===== config.mk =====
export PLATFORM = sky130hd
export DESIGN_NAME = clint_timer
export DESIGN_NICKNAME = d
export VERILOG_FILES = /design/src/rtl/clint_timer.sv
export SDC_FILE = /design/constraint.sdc
export NUM_CORES = 1
export LEC_CHECK = 0
export BUFFER_PORTS_ARGS = -buffer_cell sky130_fd_sc_hd__buf_2
export CORE_MARGIN = 3
export CORE_UTILIZATION = 35
export CTS_CLUSTER_DIAMETER = 50
export CTS_CLUSTER_SIZE = 14
export DETAILED_ROUTE_END_ITERATION = 12
export PLACE_DENSITY_LB_ADDON = 0.08
export SKIP_LAST_GASP = 1
export SYNTH_ARGS = -nofsm -noshare
export SYNTH_HDL_FRONTEND = slang
export SYNTH_SLANG_ARGS = --single-unit

===== constraint.sdc =====
create_clock -name clk_i -period 4.71 [get_ports clk_i]
set_clock_uncertainty 0.05 [all_clocks]
set_input_delay 0.7065 -clock clk_i [delete_from_list [all_inputs] [get_ports clk_i]]
set_output_delay 0.7065 -clock clk_i [all_outputs]
set_load 0.005 [all_outputs]

===== src/rtl/clint_timer.sv =====
// -----------------------------------------------------------------------------
// clint_timer: machine timer / software interrupt block (CLINT subset).
//
// Build option:
//   CLINT_MSIP_EN  defined   -> msip register at offset 0x00, drives
//                               software_interrupt_o.
//                  undefined -> no msip storage, offset 0x00 reads 0,
//                               software_interrupt_o tied low.
//
// Parameters:
//   TICK_DIV  clk_i cycles per mtime increment (1..65535).
//
// Ports:
//   clk_i                 clock, all state on rising edge
//   rst_i                 synchronous active-high reset
//   we_i / re_i           bus write / read strobes
//   addr_i                byte address, only [4:0] decoded
//   wdata_i               write data
//   rdata_o               registered read data (valid in ack cycle)
//   ack_o                 one-cycle acknowledge following each strobe
//   timer_interrupt_o     level: mtime >= mtimecmp (unsigned)
//   software_interrupt_o  msip[0]
//
// Register map (addr_i[4:0]):
//   0x00 msip[0]   0x08 mtimecmp lo   0x0C mtimecmp hi
//   0x10 mtime lo  0x14 mtime hi      others read 0, writes ignored
// -----------------------------------------------------------------------------
`ifndef ADDR_WIDTH
`define ADDR_WIDTH 32
`endif
`ifndef DATA_WIDTH
`define DATA_WIDTH 32
`endif

module clint_timer #(
  parameter int unsigned TICK_DIV = 1
) (
  input  logic                   clk_i,
  input  logic                   rst_i,
  input  logic                   we_i,
  input  logic                   re_i,
  input  logic [`ADDR_WIDTH-1:0] addr_i,
  input  logic [`DATA_WIDTH-1:0] wdata_i,
  output logic [`DATA_WIDTH-1:0] rdata_o,
  output logic                   ack_o,
  output logic                   timer_interrupt_o,
  output logic                   software_interrupt_o
);

  localparam int unsigned ADDR_W  = `ADDR_WIDTH;
  localparam int unsigned DATA_W  = `DATA_WIDTH;
  localparam int unsigned TIME_W  = 64;
  localparam int unsigned HALF_W  = 32;
  localparam int unsigned PRESC_W = 16;
  localparam int unsigned OFF_W   = 5;

  localparam logic [OFF_W-1:0] OFF_MSIP     = 5'h00;
  localparam logic [OFF_W-1:0] OFF_MTCMP_LO = 5'h08;
  localparam logic [OFF_W-1:0] OFF_MTCMP_HI = 5'h0C;
  localparam logic [OFF_W-1:0] OFF_MTIME_LO = 5'h10;
  localparam logic [OFF_W-1:0] OFF_MTIME_HI = 5'h14;

  localparam logic [PRESC_W-1:0] PRESC_LAST = PRESC_W'(TICK_DIV - 1);

  logic [TIME_W-1:0]  mtime_q,    mtime_d;
  logic [TIME_W-1:0]  mtimecmp_q, mtimecmp_d;
  logic [PRESC_W-1:0] presc_q,    presc_d;
  logic [DATA_W-1:0]  rdata_q,    rdata_d;
  logic               ack_q,      ack_d;

  logic [OFF_W-1:0]   off_c;
  logic [DATA_W-1:0]  rd_val_c;
  logic               tick_c;

  // Upper address bits are outside the decoded window.
  logic unused_addr;
  assign unused_addr = ^addr_i[ADDR_W-1:OFF_W];

  assign off_c  = addr_i[OFF_W-1:0];
  assign tick_c = (presc_q == PRESC_LAST);

`ifdef CLINT_MSIP_EN
  logic msip_q, msip_d;

  // msip register: only bit 0 is stored.
  always_comb begin
    msip_d = msip_q;
    if (we_i && (off_c == OFF_MSIP)) begin
      msip_d = wdata_i[0];
    end
  end

  always_ff @(posedge clk_i) begin
    if (rst_i) begin
      msip_q <= 1'b0;
    end else begin
      msip_q <= msip_d;
    end
  end

  assign software_interrupt_o = msip_q;
`else
  logic msip_q;
  assign msip_q               = 1'b0;
  assign software_interrupt_o = 1'b0;
`endif

  // Read mux over current register values (pre-write on a combined access).
  always_comb begin
    rd_val_c = '0;
    unique case (off_c)
      OFF_MSIP:     rd_val_c = DATA_W'(msip_q);
      OFF_MTCMP_LO: rd_val_c = DATA_W'(mtimecmp_q[HALF_W-1:0]);
      OFF_MTCMP_HI: rd_val_c = DATA_W'(mtimecmp_q[TIME_W-1:HALF_W]);
      OFF_MTIME_LO: rd_val_c = DATA_W'(mtime_q[HALF_W-1:0]);
      OFF_MTIME_HI: rd_val_c = DATA_W'(mtime_q[TIME_W-1:HALF_W]);
      default:      rd_val_c = '0;
    endcase
  end

  // mtime / prescaler: a software write to either half wins over the tick
  // and restarts the prescaler so the new value is held a full period.
  always_comb begin
    mtime_d = mtime_q;
    presc_d = presc_q;
    if (we_i && (off_c == OFF_MTIME_LO)) begin
      mtime_d[HALF_W-1:0] = HALF_W'(wdata_i);
      presc_d             = '0;
    end else if (we_i && (off_c == OFF_MTIME_HI)) begin
      mtime_d[TIME_W-1:HALF_W] = HALF_W'(wdata_i);
      presc_d                  = '0;
    end else if (tick_c) begin
      mtime_d = mtime_q + TIME_W'(1);
      presc_d = '0;
    end else begin
      presc_d = presc_q + PRESC_W'(1);
    end
  end

  // mtimecmp halves.
  always_comb begin
    mtimecmp_d = mtimecmp_q;
    if (we_i && (off_c == OFF_MTCMP_LO)) begin
      mtimecmp_d[HALF_W-1:0] = HALF_W'(wdata_i);
    end else if (we_i && (off_c == OFF_MTCMP_HI)) begin
      mtimecmp_d[TIME_W-1:HALF_W] = HALF_W'(wdata_i);
    end
  end

  // Bus response: ack every strobe, capture read data only on reads.
  always_comb begin
    ack_d   = we_i | re_i;
    rdata_d = rdata_q;
    if (re_i) begin
      rdata_d = rd_val_c;
    end
  end

  always_ff @(posedge clk_i) begin
    if (rst_i) begin
      mtime_q    <= '0;
      mtimecmp_q <= '1;
      presc_q    <= '0;
      rdata_q    <= '0;
      ack_q      <= 1'b0;
    end else begin
      mtime_q    <= mtime_d;
      mtimecmp_q <= mtimecmp_d;
      presc_q    <= presc_d;
      rdata_q    <= rdata_d;
      ack_q      <= ack_d;
    end
  end

  assign rdata_o           = rdata_q;
  assign ack_o             = ack_q;
  assign timer_interrupt_o = (mtime_q >= mtimecmp_q);

endmodule


Yosys cells after proc, flatten, opt, wreduce, memory -nomap -nowiden
Index checks and enable logic that the tools add are counted.
{ "classes": {"n_addsub": 2, "magnitude_cmp": 1, "n_eq_ne": 5, "mux": 5, "bitwise": 3, "reduce_logical": 11} }
{ "ops": {"columns": ["op", "count"], "rows": [
  ["case mux 32 bit (4 select lines)", 1],
  ["2-to-1 mux 32 bit", 3],
  ["adder 64 x 1 -> 64 bit, second input constant", 1],
  [">= comparator 64 bit", 1],
  ["2-to-1 mux 64 bit", 1],
  ["adder 16 x 1 -> 16 bit, second input constant", 1],
  ["zero test 16 bit", 1],
  ["equality test 5 x 4 -> 1 bit, second input constant", 2],
  ["equality test 5 bit, second input constant", 2],
  ["AND reduction 2 bit", 3],
  ["logical AND 1 bit", 4],
  ["nonzero test 2 bit", 2],
  ["OR reduction 4 bit", 1],
  ["!= test 2 bit, second input constant", 1],
  ["inverter 1 bit", 2],
  ["OR 1 bit", 1]
]} }
{ "word_totals": {"reg_bits": 177, "input_bits": 68, "out_inout_bits": 35} }

Longest topological paths before layout
{ "depth": {"word_depth": 4, "depth_mapped": 10, "ltp_nobuf": 8} }

Least setup slack after synthesis
Ideal clock, no wire load.
{ "synth_timing": {"path_type": "register to output", "startpoint": "register mtime_q[34]", "endpoint": "output timer_interrupt_o", "arrival_ns": 1.761, "path_slack_ns": 2.192, "stages_incl_launch_ff": 8, "n_path_buf": 0, "path_cell_list": "dfxtp_1 -> ha_1 -> and3_1 -> a221o_1 -> a221oi_1 -> nand2_1 -> o21ai_0 -> o211ai_1"} }
{ "synth_via": {"elab_chain_cells": 1} }
{ "synth_lines": {"columns": ["item", "line", "text"], "rows": [
  ["from (decl)", "65", "logic [TIME_W-1:0] mtime_q, mtime_d;"],
  ["from (signal assigned)", "167", "mtime_q <= mtime_d;"],
  [">= comparator 64 bit", "177", "assign timer_interrupt_o = (mtime_q >= mtimecmp_q);"],
  ["to (decl)", "46", "output logic timer_interrupt_o,"]
]} }
No other way between the ends.

Final worst setup path
{ "layout_timing": {"startpoint": "register mtimecmp_q[63]", "endpoint": "output timer_interrupt_o"} }
{ "layout_via": {"elab_chain_cells": 1} }
{ "layout_lines": {"columns": ["item", "line", "text"], "rows": [
  ["from (decl)", "66", "logic [TIME_W-1:0] mtimecmp_q, mtimecmp_d;"],
  ["from (signal assigned)", "168", "mtimecmp_q <= mtimecmp_d;"],
  [">= comparator 64 bit", "177", null]
]} }
No other way between the ends.

==> flow_summary.ini <==
[timing]
ratio_of_final_minimum_period_to_clock_period_pct = 83.16
layout_min_cycle_time_ps = 3917
slew-limit-headroom_pct = 32.91
fmax_ghz = 0.2553
final-hold-violation-count = 0
worst_slew_pin_slew_ps = 998.7
setup_violations = 0
setup_tns_ps = 0
rsz_0062_raised_after_global_routing = no
slew_violations = 0

[detailed_routing]
drt_iter0_markers = 738
detail_route.wl_per_cell_um = 20.30
firstDrtPassIters = 5
drt_drc_violations_left = 0
number_of_nets_with_antenna_violations_after_routing = 0
drt_wl_total_um = 35380
vias = 10040
avgViaCountPerCell = 5.758

[grt]
grtUsageTotal_pct = 22.98
global_route.overflow_total = 0
grt_pass1_vias = 9528
maximum_number_of_pins_on_one_net_before_global_route_repair = 78
global_route_wire_length_before_repair_um = 56440
antenna_found_initial = 1

[cells_and_area]
final_layout_size_suffix_gt1_share_pct = 10.74
design.final.nets = 1481
area_growth_synth_to_finish_pct = 12.43
antenna_cells_inserted = 0
fill_count = 3104

[logic_synthesis]
main_synth_ff_type = sky130_fd_sc_hd__dfxtp_1
synth_edf_count = 0
mappedNetlistNets = 1468
syn-mean-instance-area_sq_um = 7.718
yosys_register_bits = 177
ys_async_sr_fraction_pct = 0
yosys_warnings = 0
synth_area_sq_um = 10290
synth_cell_type_count = 64
synthesis.instances = 1333
synth.yosys.seq_area_share_pct = 34.44

[status]
status = complete, no violations

[setup_path]
worst_path_dominant_cell_family = simple AND/OR/NAND/NOR gates
worst_path_max_delay_cell = sky130_fd_sc_hd__nor4_1
timing.critical_path.to_type = primary output
worst-path-max-fanout = 3
rrSetupSlack_ps = 1680
r2r_start = mtime_q[0]$_SDFFE_PP0P_
worst_path_largest_cell_delay_ps = 670
crit_type = flop to primary output
reg2reg_depth = 7
path_cells = inv_1, ha_1, nand4_1, nor4_1, inv_1, nor4_1, nand2_1, o211ai_1, buf_2
critPathRequiredTime_ps = 3950
r2r-end = mtime_q[56]$_SDFFE_PP0P_
setup.worst_path.start_class = flop
cp.arrival_ps = 3160
cp_num_buf_inv = 3

[clock_network]
worst_setup_hold_path_clk_slew_ps = 70
cts.htree.levels = 4
postCtsSetupBuffers = 0
clock_sinks = 177
clock_tree_from_tritoncts = yes
cts-buffers-inserted = 17
cts-resized-gates = 0
bufs_on_longest_clock_path = 2
cts_hold_buffers = 0
cts_root_buffer = sky130_fd_sc_hd__clkbuf_16
worst_skew_pair_later_pin_latency_ps = 450

[placement]
globalplace.congestion = 0.8141
dpl.hpwl_um = 24600
numPortBuffers = 74

[die]
dieWidth_um = 177.5
num_io_pins = 103
floorplan.initialDensity_pct = 35.65
row_count = 62
core_region_area_sq_um = 28860
die-area_sq_um = 31490
die-height_um = 177.5

[hold_path]
hold_depth = 1
worst_hold_path.endpoint = presc_q[0]$_SDFF_PP0_
hold_path.startpoint = presc_q[0]$_SDFF_PP0_
hold_path.class = flop to flop

[power_and_ir_drop]
static-leakage-power_nw = 4.757
cellPowerDensity_nw_per_um2 = 284.4
post-layout-total-power_mw = 3.290
power.ir.vdd_worst_mv = 0.2121

[run]
cap_viol_max_count = 0
## cells in the mapped netlist (4+ instances only)
library cell,number,area (sq um)
sky130_fd_sc_hd__o211ai_1,60,450.4
sky130_fd_sc_hd__nand4_1,32,200.2
sky130_fd_sc_hd__a21o_1,13,97.59
sky130_fd_sc_hd__inv_1,75,281.5
sky130_fd_sc_hd__o21ai_0,55,275.3
sky130_fd_sc_hd__a21oi_1,142,710.7
sky130_fd_sc_hd__and3_1,25,156.4
sky130_fd_sc_hd__o31a_1,4,35.03
sky130_fd_sc_hd__nor2b_1,4,25.02
sky130_fd_sc_hd__clkbuf_1,83,311.6
sky130_fd_sc_hd__nor2_1,120,450.4
sky130_fd_sc_hd__ha_1,67,838.3
sky130_fd_sc_hd__nor4_1,18,112.6
sky130_fd_sc_hd__buf_1,9,33.78
sky130_fd_sc_hd__a211o_1,8,70.07
sky130_fd_sc_hd__dfxtp_1,177,3543
sky130_fd_sc_hd__or3_1,12,75.07
sky130_fd_sc_hd__and4_1,12,105.1
sky130_fd_sc_hd__nor3_1,28,140.1
sky130_fd_sc_hd__a22oi_1,86,645.6
sky130_fd_sc_hd__o31ai_1,4,30.03
sky130_fd_sc_hd__and2_1,15,93.84
sky130_fd_sc_hd__a211oi_1,10,75.07
sky130_fd_sc_hd__nand3_1,47,235.2
sky130_fd_sc_hd__a32o_1,4,40.04
sky130_fd_sc_hd__xor2_1,7,61.31
sky130_fd_sc_hd__a31oi_1,14,87.58
sky130_fd_sc_hd__o22ai_1,8,50.05
sky130_fd_sc_hd__nand2_1,125,469.2
sky130_fd_sc_hd__xnor2_1,5,43.79
sky130_fd_sc_hd__a22o_1,5,43.79
sky130_fd_sc_hd__mux2i_1,6,60.06
sky130_fd_sc_hd__a31o_2,4,35.03
sky130_fd_sc_hd__a221oi_1,5,43.79
## worst max path at each step
stage | end | depth (start not counted) | slack [ps] | from
global placement | mtime_q[56]$_SDFFE_PP0P_ | 7 | 1180 | addr_i[2]
CTS | timer_interrupt_o | 9 | 750 | mtimecmp_q[61]$_SDFFE_PP1P_
finish | timer_interrupt_o | 9 | 790 | mtimecmp_q[63]$_SDFFE_PP1P_
global route | timer_interrupt_o | 9 | 540 | mtimecmp_q[63]$_SDFFE_PP1P_
floorplan | timer_interrupt_o | 7 | 2190 | mtime_q[34]$_SDFFE_PP0P_
detailed placement | mtime_q[56]$_SDFFE_PP0P_ | 7 | 1150 | addr_i[2]
## layout by cell type, fill, tap and decap left out, types with 4 or more instances in the layout
cell type	n
sky130_fd_sc_hd__bufinv_16	4
sky130_fd_sc_hd__a21oi_1	141
sky130_fd_sc_hd__a31o_2	4
sky130_fd_sc_hd__and2_1	14
sky130_fd_sc_hd__a221oi_1	5
sky130_fd_sc_hd__inv_1	75
sky130_fd_sc_hd__and3_1	22
sky130_fd_sc_hd__and4_1	11
sky130_fd_sc_hd__xnor2_1	5
sky130_fd_sc_hd__a211o_1	8
sky130_fd_sc_hd__ha_1	67
sky130_fd_sc_hd__buf_2	73
sky130_fd_sc_hd__a32o_1	4
sky130_fd_sc_hd__nor2b_1	4
sky130_fd_sc_hd__nand4_1	32
sky130_fd_sc_hd__o31ai_1	4
sky130_fd_sc_hd__nor2_1	120
sky130_fd_sc_hd__a31oi_1	14
sky130_fd_sc_hd__clkbuf_16	17
sky130_fd_sc_hd__xor2_1	7
sky130_fd_sc_hd__nand2_1	125
sky130_fd_sc_hd__a21o_1	13
sky130_fd_sc_hd__buf_4	19
sky130_fd_sc_hd__and3_2	5
sky130_fd_sc_hd__or3_1	12
sky130_fd_sc_hd__o211ai_1	60
sky130_fd_sc_hd__o22ai_1	8
sky130_fd_sc_hd__nor3_1	28
sky130_fd_sc_hd__o31a_1	4
sky130_fd_sc_hd__a211oi_1	10
sky130_fd_sc_hd__mux2i_1	6
sky130_fd_sc_hd__dfxtp_1	177
sky130_fd_sc_hd__a22oi_1	86
sky130_fd_sc_hd__nor4_1	17
sky130_fd_sc_hd__o21ai_0	54
sky130_fd_sc_hd__a22o_1	5
sky130_fd_sc_hd__nand3_1	47
## cell families (layout without fill, tap and decap cells)
| kind of cell | after synthesis | after routing | share of synthesized area [%] |
|---|---|---|---|
| xor gates and xnor gates | 12 | 12 | 1.022 |
| AOI/OAI and AO/OA | 438 | 438 | 27.51 |
| DFF | 177 | 177 | 34.44 |
| muxes | 6 | 6 | 0.5838 |
| buffers and inverters | 174 | 200 | 6.469 |
| and+or+nand+nor | 458 | 458 | 21.79 |
| adders and majority gates | 67 | 67 | 8.148 |
| other | 1 | 1 | 0.03645 |
## layout make-up
| cell class | instances | area (sq um) | share of cell area (%) |
|---|---|---|---|
| Inverter | 76 | 285.3 | 2.466 |
| Clock buffer | 20 | 466.7 | 4.035 |
| Tap cell | 384 | 480.5 | 4.154 |
| Timing Repair Buffer | 92 | 508.0 | 4.392 |
| Sequential cell | 177 | 3543 | 30.63 |
| Multi-Input combinational cell | 982 | 6103 | 52.76 |
| Clock inverter | 12 | 180.2 | 1.558 |
## power by group
part | internal [mW] | total, mW | switching [mW]
Clock | 0.933 | 1.59 | 0.660
Combinational | 0.0504 | 0.164 | 0.114
Sequential | 1.51 | 1.53 | 0.0202
## flip-flops by register name, summed over array words and instances, names as in the netlist
| signal | cells |
|---|---|
| presc_q | 16 |
| ack_o | 1 |
| rdata_o | 32 |
| mtimecmp_q | 64 |
| mtime_q | 64 |
## per-layer routing
| layer | GRT usage (%) | vias to the layer above | wire (um) |
|---|---|---|---|
| met5 | 0 | - | 13 |
| met4 | 6.152 | 2 | 578 |
| met3 | 3.231 | 34 | 1560 |
| met2 | 36.05 | 249 | 16050 |
| met1 | 32.97 | 4815 | 17180 |
| li1 | - | 4936 | - |
## stage by stage
| stage | instances | hold WS (ps) | utilization, % | worst slack, ps | instance area (sq um) |
|---|---|---|---|---|---|
| global placement | 1711 | 399.7 | 37.84 | 1181 | 10920 |
| detailed placement | 1711 | 411.7 | 37.84 | 1149 | 10920 |
| finish | 1743 | 423.9 | 40.08 | 793.3 | 11570 |
| CTS | 1743 | 427.3 | 40.08 | 754.3 | 11570 |
| floorplan | 1333 | 380.0 | - | 2192 | 10290 |
| global route | 1743 | 446.6 | 40.08 | 535.5 | 11570 |
No activity file was read; power rests on OpenSTA's default activity.
